--- config.mk ---
export PLATFORM = sky130hd
export DESIGN_NAME = change_dispenser_flat
export DESIGN_NICKNAME = d
export VERILOG_FILES = /design/src/rtl/change_dispenser_if.sv /design/src/rtl/change_dispenser.sv /design/src/flat_wrapper.sv
export SDC_FILE = /design/constraint.sdc
export NUM_CORES = 1
export LEC_CHECK = 0
export BUFFER_PORTS_ARGS = -buffer_cell sky130_fd_sc_hd__buf_4
export CAP_MARGIN = 20
export CORE_UTILIZATION = 56
export CTS_CLUSTER_SIZE = 28
export DETAILED_ROUTE_END_ITERATION = 7
export GPL_TIMING_DRIVEN = 0
export PLACE_DENSITY = 0.78
export SETUP_SLACK_MARGIN = 0.2
export SYNTH_ARGS = -nofsm -noshare
export SYNTH_HDL_FRONTEND = slang
export SYNTH_SLANG_ARGS = --single-unit
--- constraint.sdc ---
create_clock -name clk_i -period 2.6 [get_ports clk_i]
set_input_delay 0.13 -clock clk_i [delete_from_list [all_inputs] [get_ports clk_i]]
set_output_delay 0.13 -clock clk_i [all_outputs]
set_load 0.005 [all_outputs]
--- src/rtl/change_dispenser_if.sv ---
// change_dispenser_if: request/status bundle between the vending core and
// the change dispenser.
//   change_valid_i, change_i, refill_i : request side (driven by master)
//   busy_o, eject_*_o, done_o, short_o,
//   drop_o, *_cnt_o                    : status side (driven by dispenser)
// Signal names keep the block's documented port names so waveforms and
// the datasheet line up.
interface change_dispenser_if #(
    parameter int CNT_W = 4
);
    logic             change_valid_i;
    logic [2:0]       change_i;
    logic             refill_i;
    logic             busy_o;
    logic             eject_nickel_o;
    logic             eject_dime_o;
    logic             eject_quarter_o;
    logic             done_o;
    logic             short_o;
    logic             drop_o;
    logic [CNT_W-1:0] nickel_cnt_o;
    logic [CNT_W-1:0] dime_cnt_o;
    logic [CNT_W-1:0] quarter_cnt_o;

    modport master (
        output change_valid_i, change_i, refill_i,
        input  busy_o, eject_nickel_o, eject_dime_o, eject_quarter_o,
               done_o, short_o, drop_o, nickel_cnt_o, dime_cnt_o, quarter_cnt_o
    );

    modport slave (
        input  change_valid_i, change_i, refill_i,
        output busy_o, eject_nickel_o, eject_dime_o, eject_quarter_o,
               done_o, short_o, drop_o, nickel_cnt_o, dime_cnt_o, quarter_cnt_o
    );
endinterface

--- src/rtl/change_dispenser.sv ---
// change_dispenser: pays out one change request (in nickels) as coins using
// greedy quarter/dime/nickel selection, one timed solenoid pulse per coin,
// and tracks the remaining coin count of each tube.
//   clk_i  : clock, rising edge
//   rst_i  : asynchronous reset, active-high
//   bus    : change_dispenser_if.slave (request in, solenoids/status/counts out)
// All outputs come straight from flops.
module change_dispenser #(
    parameter int PULSE_CYCLES = 4,
    parameter int GAP_CYCLES   = 2,
    parameter int CNT_W        = 4,
    parameter int NICKEL_INIT  = 8,
    parameter int DIME_INIT    = 8,
    parameter int QUARTER_INIT = 4
) (
    input  logic               clk_i,
    input  logic               rst_i,
    change_dispenser_if.slave  bus
);
    localparam logic [2:0] IDLE   = 3'd0;
    localparam logic [2:0] SELECT = 3'd1;
    localparam logic [2:0] PULSE  = 3'd2;
    localparam logic [2:0] GAP    = 3'd3;
    localparam logic [2:0] DONE   = 3'd4;

    localparam int TMAX  = (PULSE_CYCLES > GAP_CYCLES) ? PULSE_CYCLES : GAP_CYCLES;
    localparam int TMR_W = $clog2(TMAX) + 1;

    localparam logic [CNT_W-1:0] N_INIT = CNT_W'(NICKEL_INIT);
    localparam logic [CNT_W-1:0] D_INIT = CNT_W'(DIME_INIT);
    localparam logic [CNT_W-1:0] Q_INIT = CNT_W'(QUARTER_INIT);

    logic [2:0]       state;
    logic [2:0]       remaining;
    logic [TMR_W-1:0] timer;     // counts down to 0 within PULSE / GAP
    logic [CNT_W-1:0] n_cnt, d_cnt, q_cnt;
    logic             ej_n, ej_d, ej_q;
    logic             busy, done, short_r, drop;

    always_ff @(posedge clk_i or posedge rst_i) begin
        if (rst_i) begin
            state     <= IDLE;
            remaining <= '0;
            timer     <= '0;
            n_cnt     <= N_INIT;
            d_cnt     <= D_INIT;
            q_cnt     <= Q_INIT;
            ej_n      <= 1'b0;
            ej_d      <= 1'b0;
            ej_q      <= 1'b0;
            busy      <= 1'b0;
            done      <= 1'b0;
            short_r   <= 1'b0;
            drop      <= 1'b0;
        end else begin
            // A request that shows up while we are working is lost; flag it.
            drop <= bus.change_valid_i && (state != IDLE);

            case (state)
                IDLE: begin
                    // Refill and request in the same cycle are both taken;
                    // SELECT then sees the reloaded counts.
                    if (bus.refill_i) begin
                        n_cnt <= N_INIT;
                        d_cnt <= D_INIT;
                        q_cnt <= Q_INIT;
                    end
                    if (bus.change_valid_i) begin
                        remaining <= bus.change_i;
                        state     <= SELECT;
                        busy      <= 1'b1;
                    end
                end

                SELECT: begin
                    timer <= TMR_W'(PULSE_CYCLES - 1);
                    if (remaining == 3'd0) begin
                        state   <= DONE;
                        done    <= 1'b1;
                        short_r <= 1'b0;
                    end else if (remaining >= 3'd5 && q_cnt != '0) begin
                        q_cnt     <= q_cnt - 1'b1;
                        remaining <= remaining - 3'd5;
                        ej_q      <= 1'b1;
                        state     <= PULSE;
                    end else if (remaining >= 3'd2 && d_cnt != '0) begin
                        d_cnt     <= d_cnt - 1'b1;
                        remaining <= remaining - 3'd2;
                        ej_d      <= 1'b1;
                        state     <= PULSE;
                    end else if (n_cnt != '0) begin
                        // remaining >= 1 is implied by the first branch
                        n_cnt     <= n_cnt - 1'b1;
                        remaining <= remaining - 3'd1;
                        ej_n      <= 1'b1;
                        state     <= PULSE;
                    end else begin
                        // Tubes cannot make the remainder.
                        state   <= DONE;
                        done    <= 1'b1;
                        short_r <= 1'b1;
                    end
                end

                PULSE: begin
                    if (timer == '0) begin
                        ej_n  <= 1'b0;
                        ej_d  <= 1'b0;
                        ej_q  <= 1'b0;
                        timer <= TMR_W'(GAP_CYCLES - 1);
                        state <= GAP;
                    end else begin
                        timer <= timer - 1'b1;
                    end
                end

                GAP: begin
                    if (timer == '0) state <= SELECT;
                    else             timer <= timer - 1'b1;
                end

                DONE: begin
                    done    <= 1'b0;
                    short_r <= 1'b0;
                    busy    <= 1'b0;
                    state   <= IDLE;
                end

                default: begin
                    state   <= IDLE;
                    ej_n    <= 1'b0;
                    ej_d    <= 1'b0;
                    ej_q    <= 1'b0;
                    done    <= 1'b0;
                    short_r <= 1'b0;
                    busy    <= 1'b0;
                end
            endcase
        end
    end

    assign bus.busy_o          = busy;
    assign bus.eject_nickel_o  = ej_n;
    assign bus.eject_dime_o    = ej_d;
    assign bus.eject_quarter_o = ej_q;
    assign bus.done_o          = done;
    assign bus.short_o         = short_r;
    assign bus.drop_o          = drop;
    assign bus.nickel_cnt_o    = n_cnt;
    assign bus.dime_cnt_o      = d_cnt;
    assign bus.quarter_cnt_o   = q_cnt;
endmodule

--- src/flat_wrapper.sv ---
// flat-port wrapper written by rule: the top's interface ports become plain ports
module change_dispenser_flat 
#(
    parameter int PULSE_CYCLES = 4,
    parameter int GAP_CYCLES   = 2,
    parameter int CNT_W        = 4,
    parameter int NICKEL_INIT  = 8,
    parameter int DIME_INIT    = 8,
    parameter int QUARTER_INIT = 4
)
  (clk_i, rst_i, bus_change_valid_i, bus_change_i, bus_refill_i, bus_busy_o, bus_eject_nickel_o, bus_eject_dime_o, bus_eject_quarter_o, bus_done_o, bus_short_o, bus_drop_o, bus_nickel_cnt_o, bus_dime_cnt_o, bus_quarter_cnt_o);
  change_dispenser_if #(.CNT_W(CNT_W)) bus_i ();
  input  logic clk_i;
  input  logic rst_i;
  input wire logic [$bits(bus_i.change_valid_i)-1:0] bus_change_valid_i;
  input wire logic [$bits(bus_i.change_i)-1:0] bus_change_i;
  input wire logic [$bits(bus_i.refill_i)-1:0] bus_refill_i;
  output wire logic [$bits(bus_i.busy_o)-1:0] bus_busy_o;
  output wire logic [$bits(bus_i.eject_nickel_o)-1:0] bus_eject_nickel_o;
  output wire logic [$bits(bus_i.eject_dime_o)-1:0] bus_eject_dime_o;
  output wire logic [$bits(bus_i.eject_quarter_o)-1:0] bus_eject_quarter_o;
  output wire logic [$bits(bus_i.done_o)-1:0] bus_done_o;
  output wire logic [$bits(bus_i.short_o)-1:0] bus_short_o;
  output wire logic [$bits(bus_i.drop_o)-1:0] bus_drop_o;
  output wire logic [$bits(bus_i.nickel_cnt_o)-1:0] bus_nickel_cnt_o;
  output wire logic [$bits(bus_i.dime_cnt_o)-1:0] bus_dime_cnt_o;
  output wire logic [$bits(bus_i.quarter_cnt_o)-1:0] bus_quarter_cnt_o;
  assign bus_i.change_valid_i = bus_change_valid_i;
  assign bus_i.change_i = bus_change_i;
  assign bus_i.refill_i = bus_refill_i;
  assign bus_busy_o = bus_i.busy_o;
  assign bus_eject_nickel_o = bus_i.eject_nickel_o;
  assign bus_eject_dime_o = bus_i.eject_dime_o;
  assign bus_eject_quarter_o = bus_i.eject_quarter_o;
  assign bus_done_o = bus_i.done_o;
  assign bus_short_o = bus_i.short_o;
  assign bus_drop_o = bus_i.drop_o;
  assign bus_nickel_cnt_o = bus_i.nickel_cnt_o;
  assign bus_dime_cnt_o = bus_i.dime_cnt_o;
  assign bus_quarter_cnt_o = bus_i.quarter_cnt_o;
  change_dispenser #(.PULSE_CYCLES(PULSE_CYCLES), .GAP_CYCLES(GAP_CYCLES), .CNT_W(CNT_W), .NICKEL_INIT(NICKEL_INIT), .DIME_INIT(DIME_INIT), .QUARTER_INIT(QUARTER_INIT)) u_core (.clk_i(clk_i), .rst_i(rst_i), .bus(bus_i));
endmodule
==> metrics.yaml <==
grt:
  grt_pass1_vias: 1533
  antenna_found_initial: 0
  met2_usage: 0.4483
  grt_use_met1: 0.3210
  grt_util_all_layers: 0.2591
  grt_pass1_wl_um: 6734
  grt_max_degree: 29
  grt_busiest_layer: "met2"
  grtUsageMet3: 0.03125
  grt_overflow: 0
routing:
  routed_wl_um: 4017
  drc: 0
  viasPerCell: 5.743
  vias: 1522
  firstDrtPassIters: 4
  drt_iter0_markers: 75
  wl_per_cell_um: 15.16
  ant_nets: 0
setup_path:
  crit_arrival_ps: 2480
  cp-end-kind: "register"
  worstPathMaxFanout: 7
  cp_slowest_cell: "o31ai_1"
  cp-start-kind: "register"
  crit_family: "compound AO/OA/AOI/OAI gates"
  slowest_delay_ps: 480
  critPathBufInv: 1
  critical_path_class: "reg2reg"
  crit_required_ps: 2860
  cp_cell_sequence: "inv_1, ha_1, a221oi_2, nor2_1, o31ai_1, nand3_1, o21ai_0"
floorplanning:
  initial_core_util: 0.5831
  die_height_um: 58.15
  die_w_um: 58.15
  fp.coreArea_um2: 3028
  io_pins: 26
  dieArea_um2: 3381
  rows: 20
cells_and_area:
  regArea_um2: 704.4
  fin_area_um2: 2086
  final_cell_mix: "26 x buf_4, 25 x dfrtp_1, 18 x nor2_1"
  layout-drive-gt1-share: 0.2127
  fin_nets: 242
  fill_cells: 263
  area_delta_synth_final_pct: 18.14
  n_antenna_cell: 0
  multi_input_area_um2: 947.2
  layout_commonest_cell: "buf_4"
synthesis:
  synth_top_family_by_area: "compound AO/OA/AOI/OAI gates"
  synth-seq-area-share: 0.3990
  synthXorXnorAreaFrac: 0.01488
  synthCells: 190
  synth.distinct_cells: 48
  avgSynthCellArea_um2: 9.292
  synth_simple_gate_area_share: 0.1836
  ys_warn_count: 0
  yosys.area_share.adder: 0.09213
  synth_compound_area_frac: 0.2339
  synthMuxAreaShare: 0.01205
  syn_nets: 210
  synth-seq-cells: 28
  synth_area_um2: 1765
status:
  outcome: "finished, final reports clean"
sta:
  tightest_slew_ps: 624.8
  final_max_slew_viol_count: 0
  skew_ps: 8.734
  fin_crit_ps: 2213
  min_period_over_period: 0.8513
  max_freq_mhz: 451.8
  finalSetupViolations: 0
  hold_viol_final: 0
  slew_headroom: 0.5830
  whs_ps: 46.75
  final.setup.tns_ps: 0
  rsz0062_at_grt: "no"
clock_network:
  insertion_delay_ps: 330
  cts_tree: "done"
  path_clk_slew_ps: 160
  ctsLongestPathBuffers: 2
  cts_setup_buffers: 0
  cts-root-buf: "clkbuf_4"
  htree_num_levels: 1
  cts_sinks: 28
  cts_made_buffers: 3
power:
  power.density_nw_per_um2: 1263
  p_leak_uw: 0.0009352
  irDropWorstVdd_mv: 0.5546
placement:
  portBuffers: 25
  dp_hpwl_um: 3003
  gp_congestion: 0.8202
  placed_area_um2: 2008
min_path:
  hold_class: "in2reg"
run:
  maxCapViolations: 0
## Yosys cell counts (all sizes together)
| master | count | area (um^2) |
|---|---|---|
| a221oi | 1 | 15.01 |
| xnor2 | 1 | 8.760 |
| nor3 | 4 | 20.02 |
| o21ba | 1 | 10.01 |
| ha | 13 | 162.7 |
| o211ai | 2 | 15.01 |
| nor4 | 3 | 18.77 |
| a31oi | 3 | 33.78 |
| a41o | 1 | 10.01 |
| or3 | 3 | 23.77 |
| nand3b | 1 | 7.510 |
| o21ai | 18 | 101.4 |
| a2bb2oi | 1 | 8.760 |
| and4 | 2 | 17.52 |
| nor2b | 3 | 18.77 |
| a21oi | 16 | 80.08 |
| or2 | 1 | 6.260 |
| o31ai | 2 | 15.01 |
| inv | 15 | 56.30 |
| mux2i | 1 | 10.01 |
| buf | 5 | 46.29 |
| and2 | 2 | 12.51 |
| a41oi | 4 | 42.55 |
| nor2 | 18 | 67.56 |
| dfstp | 3 | 78.83 |
| nand3 | 7 | 35.03 |
| xor2 | 2 | 17.52 |
| o41ai | 1 | 8.760 |
| a22oi | 2 | 15.01 |
| o22ai | 1 | 6.260 |
| nor3b | 2 | 26.28 |
| mux2 | 1 | 11.26 |
| o211a | 1 | 10.01 |
| clkbuf | 3 | 11.26 |
| a211oi | 2 | 15.01 |
| nand2 | 13 | 51.30 |
| a22o | 3 | 26.28 |
| nand2b | 3 | 18.77 |
| dfrtp | 25 | 625.6 |
## power by group
group          internal [uW]  leakage (uW)  switching (uW)
combinational            681      0.000560             884
clock                    156     0.0000279             133
sequential               626      0.000347             153
total                   1460      0.000935            1170
## layout make-up
| cell class | instances | area share |
|---|---|---|
| Buffer | 8 | 0.02759 |
| Clock inverter | 1 | 0.01440 |
| Tap cell | 44 | 0.02639 |
| Sequential cell | 28 | 0.3377 |
| Timing Repair Buffer | 27 | 0.1020 |
| Inverter | 15 | 0.02699 |
| Multi-Input combinational cell | 139 | 0.4541 |
| Clock buffer | 3 | 0.01080 |
## registers in the layout, summed over array words and instances, names as in the netlist, 3 cells and up
register / cells
u_core.bus.dime_cnt_o: 4
u_core.bus.nickel_cnt_o: 4
u_core.bus.quarter_cnt_o: 4
u_core.remaining: 3
u_core.state: 3
u_core.timer: 3
## metal layers
| metal | wire, um | up-vias |
|---|---|---|
| met4 | 87 | 0 |
| met2 | 1997 | 48 |
| met1 | 1769 | 721 |
| li1 | - | 743 |
| met3 | 162 | 10 |
| met5 | 0 | - |
## what timing repair did
action,CTS,global route
hold buffers,0,1
hold endpoints to repair,0,13
gates resized for setup,0,0
## cell families after synthesis
| family | after synthesis |
|---|---|
| AOI/OAI and AO/OA | 59 |
| and+or+nand+nor | 62 |
| muxes | 2 |
| DFF | 28 |
| adders and majority gates | 13 |
| buffers and inverters | 23 |
| xor gates and xnor gates | 3 |
## through the flow
stage               std cells  utilization  power [uW]  worst slack [ps]
finish                    265       0.6888        2634             386.7
global route              265       0.6888        2866             252.4
CTS                       263       0.6806        2635             409.6
detailed placement        259       0.6632        2340             446.6
global placement          259       0.6632        2258             472.9
floorplan                 190            -        1877             738.9
## worst paths after layout
kind / startpoint / endpoint / slack (ps) / depth (start not counted)
min in group asynchronous: rst_i / u_core.bus.done_o$_DFFE_PP0P_ / 420 / 3
hold / removal: bus_change_valid_i / u_core.bus.drop_o$_DFF_PP0_ / 50 / 2
hold reg to reg: u_core.bus.busy_o$_DFFE_PP0P_ / u_core.bus.busy_o$_DFFE_PP0P_ / 520 / 2
setup reg to reg: u_core.remaining[1]$_DFFE_PP0P_ / u_core.bus.nickel_cnt_o[0]$_DFFE_PP0P_ / 390 / 7
setup / recovery: u_core.remaining[1]$_DFFE_PP0P_ / u_core.bus.nickel_cnt_o[0]$_DFFE_PP0P_ / 390 / 7
max in group asynchronous: rst_i / u_core.bus.quarter_cnt_o[2]$_DFFE_PP1P_ / 1580 / 4
Power figures use the tool's default switching activity.
